File: config.mk
export PLATFORM = sky130hd
export DESIGN_NAME = ifu_fetch_ctrl
export DESIGN_NICKNAME = d
export VERILOG_FILES = /design/src/rtl/ifu_fetch_ctrl.sv
export SDC_FILE = /design/constraint.sdc
export NUM_CORES = 1
export LEC_CHECK = 0
export BUFFER_PORTS_ARGS = -buffer_cell sky130_fd_sc_hd__buf_2
export CAP_MARGIN = 40
export CORE_MARGIN = 2
export CORE_UTILIZATION = 44
export CTS_CLUSTER_DIAMETER = 100
export CTS_CLUSTER_SIZE = 24
export DETAILED_ROUTE_END_ITERATION = 8
export PLACE_DENSITY = 0.8
export SLEW_MARGIN = 5
export SYNTH_ARGS = -nofsm -noshare
export SYNTH_HDL_FRONTEND = slang
export SYNTH_SLANG_ARGS = --single-unit
File: constraint.sdc
create_clock -name clk -period 1.9 [get_ports clk]
set_clock_uncertainty 0.05 [all_clocks]
set_input_delay 0.19 -clock clk [delete_from_list [all_inputs] [get_ports clk]]
set_output_delay 0.19 -clock clk [all_outputs]
set_load 0.01 [all_outputs]
File: src/rtl/ifu_fetch_ctrl.sv
// ifu_fetch_ctrl: instruction fetch master issuing one AXI-lite read per instruction and handing it to decode
module ifu_fetch_ctrl #(
  parameter logic [31:0] RESET_PC = 32'h8000_0000,
  parameter int          CNT_W    = 32
) (
  input  logic             clk,
  input  logic             rst,
  output logic [31:0]      araddr,
  output logic             arvalid,
  input  logic             arready,
  input  logic [31:0]      rdata,
  input  logic             rresp,
  input  logic             rvalid,
  output logic             rready,
  output logic [31:0]      inst,
  output logic [31:0]      inst_pc,
  output logic [1:0]       inst_err,
  output logic             inst_valid,
  input  logic             inst_ready,
  input  logic [31:0]      npc,
  input  logic             npc_valid,
  output logic             npc_ready,
  output logic [CNT_W-1:0] fetch_cnt
);
  typedef enum logic [1:0] {REQ, RESP, OUT, WAIT_PC} state_t;
  state_t      state, state_nx;
  logic        run;
  logic [31:0] pc;
  assign araddr = pc;
  // handshake outputs decode from state; run keeps arvalid low through the reset cycle
  always_comb begin
    arvalid    = run && state == REQ;
    rready     = state == RESP;
    inst_valid = state == OUT;
    npc_ready  = state == WAIT_PC;
    state_nx   = state;
    if (arvalid && arready) state_nx = RESP;
    if (rvalid && rready) state_nx = OUT;
    if (inst_valid && inst_ready) state_nx = WAIT_PC;
    if (npc_ready && npc_valid) state_nx = npc[1:0] == 2'b00 ? REQ : OUT;
  end
  // state, pc, captured instruction and completed-fetch counter
  always_ff @(posedge clk) begin
    if (rst) begin
      state     <= REQ;
      run       <= 1'b0;
      pc        <= RESET_PC;
      inst      <= '0;
      inst_pc   <= '0;
      inst_err  <= '0;
      fetch_cnt <= '0;
    end else begin
      state <= state_nx;
      run   <= 1'b1;
      if (rvalid && rready) begin
        inst     <= rdata;
        inst_pc  <= pc;
        inst_err <= {1'b0, rresp};
      end
      if (inst_valid && inst_ready) fetch_cnt <= fetch_cnt + CNT_W'(1);
      if (npc_ready && npc_valid) begin
        pc <= npc;
        if (npc[1:0] != 2'b00) begin
          inst     <= '0;
          inst_pc  <= npc;
          inst_err <= 2'b10;
        end
      end
    end
  end
endmodule
; Yosys cells after proc, flatten, opt, wreduce, memory -nomap -nowiden
; Index checks and enable logic that the tools add are counted.
[totals]
reg_bits = 133
in_bits = 71
out_inout_bits = 134
wordCells = 35
[op_classes]
addsub = 1
n_eq_ne = 3
mux = 15
n_reduce_logical = 9
[ops]
columns = cell, count
row1 = $mux 32, 6
row2 = $add 32x1->32 const B, 1
row3 = $mux 2, 8
row4 = $logic_and 1x1->1, 5
row5 = $eq 2x2->1 const B, 2
row6 = $logic_not 2->1, 2
row7 = $reduce_bool 4->1, 1
row8 = $eq 2x1->1 const B, 1
row9 = $reduce_bool 2->1, 1
row10 = $mux 1, 1

; Depth between registers and ports, before layout
; Gate-level depths: netlist (run 1).
[logic_depth]
depth_word = 7
ltp_mapped = 7
mapped_depth_nobuf = 5

; Worst setup path before layout (run 1)
; OpenSTA, ideal clock, no wires.
[synth_path]
path_kind = register to register
from = reg fetch_cnt[0]
to = reg fetch_cnt[28]
setup_ns = 0.121
arrival_time_ns = 2.029
required_ns = 1.729
setup_slack_ns = -0.299
stages_incl_launch_ff = 7
path_buffers = 1
synth_period_minus_slack_ns = 2.199
cell_sequence = dfxtp_1 ha_1 nand4b_4 or4_1 clkbuf_1 nor4_1 mux2_2
[synth_via]
elab_chain_cells = 1
[synth_rtl]
columns = item, line_no
row1 = start: declaration, 23  ; output logic [CNT_W-1:0] fetch_cnt
row2 = start signal: assignment, 60  ; if (inst_valid && inst_ready) fetch_cnt <= fetch_cnt + CNT_W'(1);
row3 = $add 32x1->32, 60
; No other way between the ends.
; A chain may end at the register's enable or synchronous reset.

; Final worst setup path (run 1)
[layout_path]
from = reg fetch_cnt[4]
to = reg fetch_cnt[31]
; Same word-level chain as after synthesis.

==> impl_metrics.json, run 1 <==
{
  "ys_warn_count": 0,
  "multi_input_area_sq_mm": 0.00253,
  "grt_antenna_before_repair": 0,
  "dpl_worst_slack_ps": -36.6,
  "drive_gt1_frac": 0.336,
  "nets": 1019,
  "fin_cells": 1107,
  "path_cells": "nand4_1, or4_4, or4_1, a21oi_1",
  "seq_area_frac_synth": 0.500,
  "layout_setup_ws_ps": -24.9,
  "cp.arrival_ps": 2220,
  "crit_fanout": 8,
  "die_y_um": 114,
  "cp.depth": 4,
  "synth.distinct_cells": 43,
  "worstPathRequired_ps": 2200,
  "cp_num_buf_inv": 0,
  "route.detailed.drc": 0,
  "syn_to_final_growth_pct": 52.3,
  "slew_violations": 0,
  "clock_path_buffers": 2,
  "core-area_sq_mm": 0.0119,
  "violations": "negative setup slack",
  "wire_per_inst_um": 15.6,
  "timing.hold.ws_ps": 76.7,
  "grt_overflow_total": 0,
  "first_pass_iters": 5,
  "fp.dieW_um": 114,
  "holdPathStages": 3,
  "final_cell_mix": "nand2_1, buf_2, dfxtp_1",
  "synth_cells": 663,
  "post-place-cells": 1005,
  "period_minus_slack_ps": 1920,
  "placed_area_sq_mm": 0.00679,
  "dp_hpwl_um": 10300,
  "ios": 205,
  "dieArea_sq_mm": 0.0130,
  "clk_latency_ps": 410,
  "cap_violations": 0,
  "wl_um": 17300,
  "cts_tree": "done",
  "reg2reg_depth": 4,
  "grt_usage": 0.257,
  "critPathKind": "reg -> reg",
  "cts_buffers": 17,
  "status": "finished with violations",
  "crit_slowest_cell": "or4_4",
  "routabilityCongestion": 0.846,
  "end_kind": "flip-flop",
  "ir_drop_mv": 0.727,
  "cts_root_buffer": "clkbuf_16",
  "first_global_vias": 5532,
  "critPathTopFamily": "simple AND/OR/NAND/NOR gates",
  "grt_max_degree": 37,
  "cts_sinks": 133,
  "start_util": 0.447,
  "htree_levels": 4,
  "viasPerCell": 5.37,
  "fmax_mhz": 520,
  "mostFrequentLayoutCell": "nand2_1",
  "ys_seq_elements": 133,
  "rows": 40,
  "power.total_w": 0.00644,
  "syn-num-nets": 735,
  "diodes": 0,
  "synth_area_sq_mm": 0.00533,
  "portBuffers": 204,
  "grt_pass1_wl_um": 26700,
  "cpPeakStageDelay_ps": 640,
  "hold_viol": 0,
  "num-fill-cells": 892,
  "ant_nets": 0,
  "final_cell_area_sq_mm": 0.00812,
  "start_kind": "flip-flop",
  "rsz0062_at_grt": "yes",
  "setup_viol": 4,
  "register_area_sq_mm": 0.00269,
  "vias": 5944,
  "path_clk_slew_ps": 60,
  "tightest_slew_ps": 534,
  "initialDrtViolationCount": 500,
  "leakage_nw": 3.49,
  "hold_class": "in -> reg",
  "p_per_area_mw_per_mm2": 793,
  "relSlewSlack": 0.643,
  "fin_crit_sh": 1.01,
  "avgSynthCellArea_sq_um": 8.04
}
==> kinds of logic after synthesis <==
| logic type | synth area share |
|---|---|
| flops | 0.500 |
| buf+inv | 0.0465 |
| compound gates | 0.161 |
| simple gates | 0.266 |
| fa+ha+maj | 0.00235 |
| mux | 0.00845 |
| xor+xnor | 0.0164 |
==> metrics by stage <==
step | util | TNS, ps
floorplan | - | 0
global placement | 0.570 | 0
detailed placement | 0.570 | -43.5
CTS | 0.672 | 0
global route | 0.682 | -497
finish | 0.682 | -85.8
==> per-layer routing <==
metal  track usage  routed length, um  part of all wire  up-vias
met5             0                  0                 0        -
met4         0.111                434             0.025        0
met3        0.0863               1240             0.072       42
met2         0.423               8610              0.50      289
met1         0.305               7010              0.41     2762
li1              -                  -                 -     2851
==> final timing paths <==
| path | from | to | slack [ps] |
|---|---|---|---|
| hold / removal | npc[1] | araddr[1]$_SDFFE_PP0P_ | 80 |
| setup reg to reg | fetch_cnt[4]$_SDFFE_PP0P_ | fetch_cnt[31]$_SDFFE_PP0P_ | -20 |
| setup / recovery | fetch_cnt[4]$_SDFFE_PP0P_ | fetch_cnt[31]$_SDFFE_PP0P_ | -20 |
| hold reg to reg | inst[2]$_SDFF_PP0_ | inst[2]$_SDFF_PP0_ | 400 |
==> power by group <==
| part | switching (W) | internal (W) | leakage [nW] |
|---|---|---|---|
| clock network | 0.00114 | 0.00193 | 0.272 |
| logic | 0.000261 | 0.000252 | 2.13 |
| registers | 0.0000255 | 0.00283 | 1.08 |
| total | 0.00142 | 0.00502 | 3.49 |
==> worst reg2reg max path, stage by stage (launching register included) <==
cell     delay, ps
dfxtp_4        340
nand4_1        190
or4_4          640
or4_1          500
a21oi_1        150
==> cell usage after synthesis <==
| cell type | n | share of area |
|---|---|---|
| or2_2 | 3 | 0.0035 |
| xnor2_1 | 8 | 0.013 |
| o21ai_0 | 10 | 0.0094 |
| or3_2 | 2 | 0.0028 |
| o311ai_0 | 3 | 0.0049 |
| buf_2 | 3 | 0.0028 |
| inv_1 | 7 | 0.0049 |
| ha_1 | 1 | 0.0023 |
| o21ai_1 | 1 | 0.00094 |
| nand3b_1 | 1 | 0.0014 |
| nand2_1 | 209 | 0.15 |
| or4_4 | 2 | 0.0042 |
| and3b_1 | 1 | 0.0016 |
| nor2b_1 | 4 | 0.0047 |
| and4_2 | 1 | 0.0019 |
| nor2_1 | 44 | 0.031 |
| o32ai_1 | 1 | 0.0016 |
| a21oi_1 | 83 | 0.078 |
| nor3b_1 | 1 | 0.0014 |
| o41ai_1 | 3 | 0.0049 |
| o31ai_1 | 5 | 0.0070 |
| or4_1 | 7 | 0.0099 |
| a211oi_1 | 1 | 0.0014 |
| xor2_1 | 2 | 0.0033 |
| nand4_1 | 6 | 0.0070 |
| nand4_2 | 1 | 0.0023 |
| mux2_2 | 4 | 0.0085 |
| dfxtp_1 | 133 | 0.50 |
| or3_1 | 9 | 0.011 |
| buf_1 | 3 | 0.0021 |
| o21a_1 | 1 | 0.0014 |
| o31a_2 | 1 | 0.0019 |
| nor4_1 | 5 | 0.0059 |
| buf_6 | 4 | 0.0085 |
| and2_1 | 3 | 0.0035 |
| nand3_1 | 9 | 0.0085 |
| a311oi_1 | 30 | 0.049 |
| nand3b_4 | 1 | 0.0038 |
| and4_1 | 2 | 0.0033 |
| nand4b_4 | 1 | 0.0045 |
| nor3_1 | 5 | 0.0047 |
| clkbuf_1 | 40 | 0.028 |
| and3_1 | 2 | 0.0023 |
==> registers in the layout, indices dropped and copies added, names as in the netlist <==
| signal | flops |
|---|---|
| inst_pc | 32 |
| inst | 32 |
| fetch_cnt | 32 |
| inst_err | 2 |
| state | 2 |
| run | 1 |
| araddr | 32 |
==> timing repair <==
action / in CTS / in global routing
gates resized for setup: 4 / 23
gates cloned: 2 / 1
hold endpoints to repair: 63 / 0
hold buffers: 63 / 0
buffers inserted: 1 / 3
setup endpoints to repair: 4 / 13
pin swaps: 2 / 11
==> area by class of cell <==
| class | count | share of cell area |
|---|---|---|
| multi-input combinational | 474 | 0.312 |
| clock buffer | 28 | 0.0624 |
| inverter | 7 | 0.00324 |
| timing repair buffer | 314 | 0.262 |
| sequential | 133 | 0.332 |
| tap | 147 | 0.0227 |
| clock inverter | 4 | 0.00555 |
Note: power is estimated with default switching activity, not from simulation.
==> run 2: changes to the inputs <==
--- a/config.mk
+++ b/config.mk
@@ -9,6 +9,7 @@
 export CAP_MARGIN = 40
 export CORE_MARGIN = 2
 export CORE_UTILIZATION = 44
+export CTS_BUF_LIST = sky130_fd_sc_hd__clkbuf_16
 export CTS_CLUSTER_DIAMETER = 100
 export CTS_CLUSTER_SIZE = 24
 export DETAILED_ROUTE_END_ITERATION = 8
==> impl_metrics.json, run 2 (synthesized netlist as in run 1, its figures left out) <==
{
  "wire_per_inst_um": 16.0,
  "rsz0062_at_grt": "yes",
  "htree_levels": 4,
  "grt_usage": 0.262,
  "worstPathRequired_ps": 2130,
  "routabilityCongestion": 0.846,
  "wl_um": 17800,
  "initialDrtViolationCount": 433,
  "grt_max_degree": 37,
  "leakage_nw": 3.53,
  "start_util": 0.447,
  "sw_frac_of_total": 0.227,
  "internal_power_w": 0.00482,
  "drive_gt1_frac": 0.340,
  "switchingPower_w": 0.00142,
  "diodes": 0,
  "reg2reg_depth": 6,
  "layout_setup_ws_ps": -64.2,
  "rows": 40,
  "viasPerCell": 5.37,
  "multi_input_area_sq_mm": 0.00256,
  "start_kind": "flip-flop",
  "p_per_area_mw_per_mm2": 766,
  "tns_ps": -135,
  "cap_violations": 0,
  "power.total_w": 0.00623,
  "reg2reg_setup_slack_ps": -60,
  "cts_sinks": 133,
  "crit_slowest_cell": "or4_4",
  "slew_violations": 0,
  "end_kind": "flip-flop",
  "route.detailed.drc": 0,
  "setup_viol": 5,
  "whs_endpoint": "araddr[1]$_SDFFE_PP0P_",
  "regToRegEndpoint": "fetch_cnt[31]$_SDFFE_PP0P_",
  "clock_path_buffers": 2,
  "first_global_vias": 5607,
  "critPathTopFamily": "simple AND/OR/NAND/NOR gates",
  "tightest_slew_ps": 537,
  "relSlewSlack": 0.640,
  "critPathKind": "reg -> reg",
  "dp_hpwl_um": 10300,
  "portBuffers": 204,
  "cpPeakStageDelay_ps": 480,
  "grt_antenna_before_repair": 0,
  "cts_tree": "done",
  "ir_drop_mv": 0.720,
  "syn_to_final_growth_pct": 52.8,
  "grt_overflow_total": 0,
  "path_cells": "buf_4, nand4_1, buf_4, or4_4, o31ai_1, a21oi_2",
  "cp.arrival_ps": 2200,
  "clk_latency_ps": 410,
  "r2r_start": "fetch_cnt[0]$_SDFFE_PP0P_",
  "first_pass_iters": 5,
  "hold_class": "in -> reg",
  "register_area_sq_mm": 0.00269,
  "final_cell_mix": "nand2_1, buf_2, dfxtp_1",
  "cts_buffers": 17,
  "holdPathStages": 3,
  "hold_viol": 0,
  "violations": "negative setup slack",
  "path_clk_slew_ps": 60,
  "cts_root_buffer": "clkbuf_16",
  "status": "finished with violations",
  "crit_top_cell": "buf_4",
  "power_frac_seq": 0.458,
  "cp_num_buf_inv": 2,
  "grt_pass1_wl_um": 27200,
  "vias": 5966,
  "clkPwrFrac": 0.459,
  "combPwrFrac": 0.083,
  "mostFrequentLayoutCell": "nand2_1",
  "fmax_mhz": 509,
  "fp.dieW_um": 114,
  "nets": 1024,
  "ant_nets": 0,
  "hold_start": "npc[1]",
  "period_minus_slack_ps": 1960,
  "num-fill-cells": 900,
  "dieArea_sq_mm": 0.0130,
  "ios": 205,
  "crit_fanout": 7,
  "core-area_sq_mm": 0.0119,
  "die_y_um": 114,
  "fin_crit_sh": 1.03
}
[run 2: final cells by class]
type                            instances  share of cell area
Multi-Input combinational cell        474               0.314
Sequential cell                       133               0.330
Tap cell                              147              0.0226
Clock inverter                         15              0.0106
Clock buffer                           17              0.0522
Timing Repair Buffer                  319               0.267
Inverter                                7             0.00323
[run 2: through the flow]
stage	utilization	area, sq um	instances	hold slack, ps	setup slack [ps]
2_1_floorplan	-	5380	663	264	5.71
3_3_place_gp	0.570	6790	1005	368	15.7
3_5_place_dp	0.570	6790	1005	376	-36.6
4_1_cts	0.672	8010	1107	46.8	-3.66
5_1_grt	0.684	8140	1112	65.1	-92.2
6_report	0.684	8140	1112	71.9	-64.2
[run 2: power by group through the flow]
stage               combinational [W]  clock (W)  sequential (W)
floorplan                    0.000168          0         0.00293
detailed placement           0.000396          0         0.00292
global route                 0.000553    0.00305         0.00286
global placement             0.000395          0         0.00291
finish                       0.000515    0.00286         0.00286
CTS                          0.000503    0.00290         0.00286
[run 2: timing repair]
| item | CTS | global route |
|---|---|---|
| setup buffers | 4 | 5 |
| hold endpoints to repair | 63 | 0 |
| setup endpoints to repair | 4 | 17 |
| hold buffers | 63 | 0 |
| pin swaps | 5 | 11 |
| gates cloned | 3 | 0 |
| resized for setup | 7 | 30 |
[run 2: how the worst max path moves through the flow]
stage	startpoint	to	slack, ps	depth (start not counted)
floorplan	fetch_cnt[13]$_SDFFE_PP0P_	fetch_cnt[25]$_SDFFE_PP0P_	6	5
detailed placement	fetch_cnt[4]$_SDFFE_PP0P_	fetch_cnt[24]$_SDFFE_PP0P_	-40	5
finish	fetch_cnt[0]$_SDFFE_PP0P_	fetch_cnt[31]$_SDFFE_PP0P_	-60	6
CTS	fetch_cnt[0]$_SDFFE_PP0P_	fetch_cnt[24]$_SDFFE_PP0P_	-4	6
global route	fetch_cnt[0]$_SDFFE_PP0P_	fetch_cnt[28]$_SDFFE_PP0P_	-90	6
global placement	fetch_cnt[4]$_SDFFE_PP0P_	fetch_cnt[24]$_SDFFE_PP0P_	20	5
[run 2: worst min-delay path, stage by stage]
cell	delay, ps
buf_2	120
nand2_1	100
a21oi_1	70
[run 2: layer usage]
metal,up-vias,wire length (um),global-route usage
met5,-,0,0
met4,0,462,0.112
met3,40,1300,0.0852
met2,283,8900,0.436
met1,2784,7110,0.310
li1,2859,-,-
